File: config.mk
export PLATFORM = sky130hd
export DESIGN_NAME = rr_arb_rsp_router
export DESIGN_NICKNAME = d
export VERILOG_FILES = /design/src/rtl/rr_arb_rsp_router.sv
export SDC_FILE = /design/constraint.sdc
export NUM_CORES = 1
export LEC_CHECK = 0
export ABC_AREA = 1
export CORE_AREA = 2 2 107 109
export DETAILED_ROUTE_END_ITERATION = 8
export DIE_AREA = 0 0 109 111
export PLACE_DENSITY = 0.88
export SYNTH_ARGS = -nofsm -noshare
export SYNTH_HDL_FRONTEND = slang
export SYNTH_SLANG_ARGS = --single-unit
File: constraint.sdc
create_clock -name clk_i -period 2.9 [get_ports clk_i]
set_clock_uncertainty 0.15 [all_clocks]
set_input_delay 0.58 -clock clk_i [delete_from_list [all_inputs] [get_ports clk_i]]
set_output_delay 0.58 -clock clk_i [all_outputs]
set_load 0.005 [all_outputs]
File: src/rtl/rr_arb_rsp_router.sv
// Return path for the round-robin arbitration tree: forwards the arbitrated request to a
// single slave and routes the slave's in-order responses back to the originating master.
module rr_arb_rsp_router #(
    parameter  int unsigned NumIn     = 64,
    parameter  int unsigned DataWidth = 32,
    parameter  int unsigned RspWidth  = 32,
    parameter  int unsigned MaxTrans  = 4,
    localparam int unsigned IdxW      = (NumIn > 1) ? $clog2(NumIn) : 1,
    localparam int unsigned CntW      = $clog2(MaxTrans + 1),
    localparam int unsigned PtrW      = (MaxTrans > 1) ? $clog2(MaxTrans) : 1
) (
    input  logic                 clk_i,
    input  logic                 rst_ni,
    input  logic                 flush_i,
    input  logic                 arb_req_i,
    output logic                 arb_gnt_o,
    input  logic [DataWidth-1:0] arb_data_i,
    input  logic [IdxW-1:0]      arb_idx_i,
    output logic                 slv_req_o,
    input  logic                 slv_gnt_i,
    output logic [DataWidth-1:0] slv_data_o,
    input  logic                 slv_rsp_valid_i,
    output logic                 slv_rsp_ready_o,
    input  logic [RspWidth-1:0]  slv_rsp_data_i,
    output logic [NumIn-1:0]     mst_rsp_valid_o,
    input  logic [NumIn-1:0]     mst_rsp_ready_i,
    output logic [RspWidth-1:0]  mst_rsp_data_o,
    output logic [CntW-1:0]      outstanding_o,
    output logic                 idle_o
);

    logic [CntW-1:0] cnt_q, cnt_d;
    logic [PtrW-1:0] wptr_q, wptr_d;
    logic [PtrW-1:0] rptr_q, rptr_d;
    logic            full, empty, push, pop;
    logic [IdxW-1:0] head;

    function automatic logic [PtrW-1:0] ptr_inc(input logic [PtrW-1:0] p);
        if (p == PtrW'(MaxTrans - 1)) begin
            return '0;
        end
        return p + PtrW'(1);
    endfunction

    // Full is judged on the registered count, so a same-cycle pop never re-opens the grant.
    assign full  = (cnt_q == CntW'(MaxTrans));
    assign empty = (cnt_q == '0);

    assign slv_req_o  = arb_req_i & ~full;
    assign arb_gnt_o  = slv_gnt_i & ~full;
    assign slv_data_o = arb_data_i;
    assign push       = arb_req_i & arb_gnt_o;

    assign slv_rsp_ready_o = mst_rsp_ready_i[head] & ~empty;
    assign mst_rsp_data_o  = slv_rsp_data_i;
    assign pop             = slv_rsp_valid_i & slv_rsp_ready_o;

    assign outstanding_o = cnt_q;
    assign idle_o        = empty;

    always_comb begin
        mst_rsp_valid_o = '0;
        if (slv_rsp_valid_i && !empty) begin
            mst_rsp_valid_o[head] = 1'b1;
        end
    end

    always_comb begin
        cnt_d  = cnt_q;
        wptr_d = wptr_q;
        rptr_d = rptr_q;
        if (flush_i) begin
            cnt_d  = '0;
            wptr_d = '0;
            rptr_d = '0;
        end else begin
            if (push) wptr_d = ptr_inc(wptr_q);
            if (pop)  rptr_d = ptr_inc(rptr_q);
            if (push && !pop) begin
                cnt_d = cnt_q + CntW'(1);
            end else if (pop && !push) begin
                cnt_d = cnt_q - CntW'(1);
            end
        end
    end

    always_ff @(posedge clk_i or negedge rst_ni) begin
        if (!rst_ni) begin
            cnt_q  <= '0;
            wptr_q <= '0;
            rptr_q <= '0;
        end else begin
            cnt_q  <= cnt_d;
            wptr_q <= wptr_d;
            rptr_q <= rptr_d;
        end
    end

    // ID storage holds no reset: the count alone decides which entries are live.
    if (NumIn > 1) begin : g_id_fifo
        logic [IdxW-1:0] fifo_q [MaxTrans];
        logic [IdxW-1:0] fifo_d [MaxTrans];

        always_comb begin
            fifo_d = fifo_q;
            if (push && !flush_i) begin
                fifo_d[wptr_q] = arb_idx_i;
            end
        end

        always_ff @(posedge clk_i) begin
            fifo_q <= fifo_d;
        end

        assign head = fifo_q[rptr_q];
    end else begin : g_single_master
        assign head = '0;
    end

`ifndef SYNTHESIS
    always_ff @(posedge clk_i) begin
        if (rst_ni) begin
            a_rsp_onehot0: assert ($onehot0(mst_rsp_valid_o));
            a_cnt_bound:   assert (cnt_q <= CntW'(MaxTrans));
            if (push && NumIn > 1) begin
                a_idx_range: assert (32'(arb_idx_i) < NumIn);
            end
        end
    end
`endif

endmodule
==> out/metrics.yaml <==
status:
  run_status: "finished, violations left"
  violations: "setup timing"
clocking:
  cts_tree: "built"
  cts_root_buf: "clkbuf_16"
  h-tree-depth: 2
  clkLatencyLatePin_ps: 270
  cts_hold_buf: 0
  cts_made_buffers: 5
  clockBufferDepth: 2
  path_clk_slew_ps: 50
  cts.sinks: 31
yosys:
  synth_cell_types: 31
  yosys.area_share.adder: 0.02541
  synth_compound_area_frac: 0.03620
  synth_nets: 641
  synth-seq-area-share: 0.2757
  synth.avg_cell_area_um2: 6.564
  yosys_warnings: 0
  synthMuxAreaShare: 0
  syn_area_mm2: 0.003249
  syn_inst: 495
  yosys.area_share.simple: 0.4263
  ys_ff_latch: 31
  synthXorXnorAreaFrac: 0
  synth_top_family_by_area: "simple AND/OR/NAND/NOR gates"
setup_path:
  critical_path_class: "reg -> out"
  cp.required_ps: 2170
  endpoint_kind: "output port"
  reg2reg_depth: 20
  startpoint_type: "flop"
  cp-endpoint: "slv_rsp_ready_o"
  worstPathArrival_ps: 2430
  startpoint: "rptr_q[0]"
  rrSetupSlack_ps: -220
  timing.rr.end: "outstanding_o[1]"
  r2r-start: "rptr_q[0]"
  crit_fanout: 7
floorplan:
  rows: 39
  start_util: 0.2933
  fp.dieArea_mm2: 0.01210
  coreArea_mm2: 0.01108
  die_w_um: 109
  io_pins: 275
  die_h_um: 111
detailed_routing:
  dr.pass1.iters: 5
  vias_per_cell: 4.784
  vias: 3832
  wl_per_cell_um: 17.17
  final_antenna_net_count: 0
  routed_wl_um: 13750
  drt-initial-drc-count: 316
  route.detailed.drc: 0
sta:
  fin_ws_ps: -255.3
  hold_violations: 0
  worst_pin_slew_ps: 339.8
  finalCriticalPeriod_ps: 3155
  rsz0062_at_grt: "yes"
  setup_tns_ps: -730.0
  setup_violations: 4
  finalMaxSlewViolations: 0
  whs_ps: 425.2
  max_freq_mhz: 316.9
  fin_crit_sh: 1.088
  relSlewSlack: 0.7727
hold_path:
  hold_path_class: "in -> async"
placement:
  routabilityCongestion: 0.8405
  io_buffers: 146
  dpl.cell_count: 758
  dp_hpwl_um: 9901
power_and_ir_drop:
  pwr_density_cell_mw_per_mm2: 951.7
  p_leak_nw: 2.656
  ir_drop_mv: 0.4394
cells_and_area:
  layout_commonest_cell: "nand2_1"
  layout_common_cells: "nand2_1, clkdlybuf4s50_1, nor2_1"
  post-route-util: 0.5090
  fin_cells: 801
  n_antenna_cell: 0
  layout-drive-gt1-share: 0.3541
  area_growth_pct: 73.51
  finalNetCount: 803
global_routing:
  antenna_found_initial: 1
  grt_pass1_wl_um: 19430
  grt_max_degree: 11
  grt_pass1_vias: 3779
  grt.total_usage: 0.2074
  gr-total-overflow: 0
run:
  max_cap_viol_count: 0
metal layers:
layer,share of wire,up-vias,track usage
met3,0.097,27,0.07349
met4,0.019,2,0.06239
met2,0.51,181,0.3718
met5,0.00080,-,0.01786
met1,0.38,1785,0.2231
li1,-,1837,-
worst max-delay path, cell delays in order, from the launching register on:
cell       delay, ps
dfrtp_2          470
inv_4             70
buf_6            130
nand2_4           60
nand3_4          110
nand2_8          140
bufbuf_16        270
nand2_1           50
nand3_1           80
nand2_1           80
o21ai_2          190
nand3_2          150
nor3b_2          180
buf_2            160
cells in the mapped netlist, drive strengths merged:
cell	count	area, µm²
dfrtp	7	175.2
nor2	93	371.6
o21bai	1	7.510
a211oi	2	15.01
edfxtp	24	720.7
nor3	6	30.03
o211ai	1	12.51
a21oi	1	5.000
o21ai	14	77.57
ha	5	62.56
buf	77	598.1
or2	1	6.260
nor3b	1	7.510
inv	44	170.2
nand3	66	340.3
fa	1	20.02
nand2	144	565.5
nand4	3	33.78
nand3b	4	30.03
worst min path at each step:
stage,end,cells past startpoint
2_1_floorplan,outstanding_o[0],0
3_3_place_gp,outstanding_o[1],2
3_5_place_dp,outstanding_o[1],2
4_1_cts,wptr_q[0],1
5_1_grt,outstanding_o[0],1
6_report,outstanding_o[2],1
power breakdown:
group          total, mW  switching, mW  internal, mW  leakage [nW]
logic               4.22           2.28          1.93          2.27
registers          0.580         0.0562         0.524         0.307
clock network      0.569          0.170         0.399        0.0812
state kept, by name (all words and copies together) (netlist names):
| register | count |
|---|---|
| g_id_fifo.fifo_q | 24 |
| outstanding_o | 3 |
| rptr_q | 2 |
| wptr_q | 2 |
kinds of logic after synthesis:
group / count (synthesis)
adder cells (fa/ha/maj): 6
AND/OR/NAND/NOR: 318
buffers and inverters: 121
flip-flops: 31
AO/OA/AOI/OAI: 19
final cells by class:
class	instances	area, µm²
Inverter	44	182.7
Multi-Input combinational cell	343	2053
Clock inverter	3	38.79
Fill cell	1008	5439
Timing Repair Buffer	231	2153
Timing Repair inverter	1	7.507
Sequential cell	31	898.4
Clock buffer	5	125.1
Tap cell	143	178.9
through the flow:
stage / setup slack, ps / instance area, µm² / power (mW)
5_1_grt: -360.2 / 5638 / 5.704
3_3_place_gp: -336.9 / 4700 / 3.303
6_report: -255.3 / 5638 / 5.366
3_5_place_dp: -373.2 / 4700 / 3.359
4_1_cts: -166.1 / 5420 / 4.867
2_1_floorplan: 270.7 / 3249 / 2.261
timing repair:
item                                    4_1_cts  5_1_grt
gates resized for setup                     161      137
endpoints found under the setup margin       67       56
pin swaps                                    18       41
buffers inserted                             26        8
hold endpoints to repair                      0        0
gates cloned                                  4        0
Note: power is estimated with default switching activity, not from simulation.
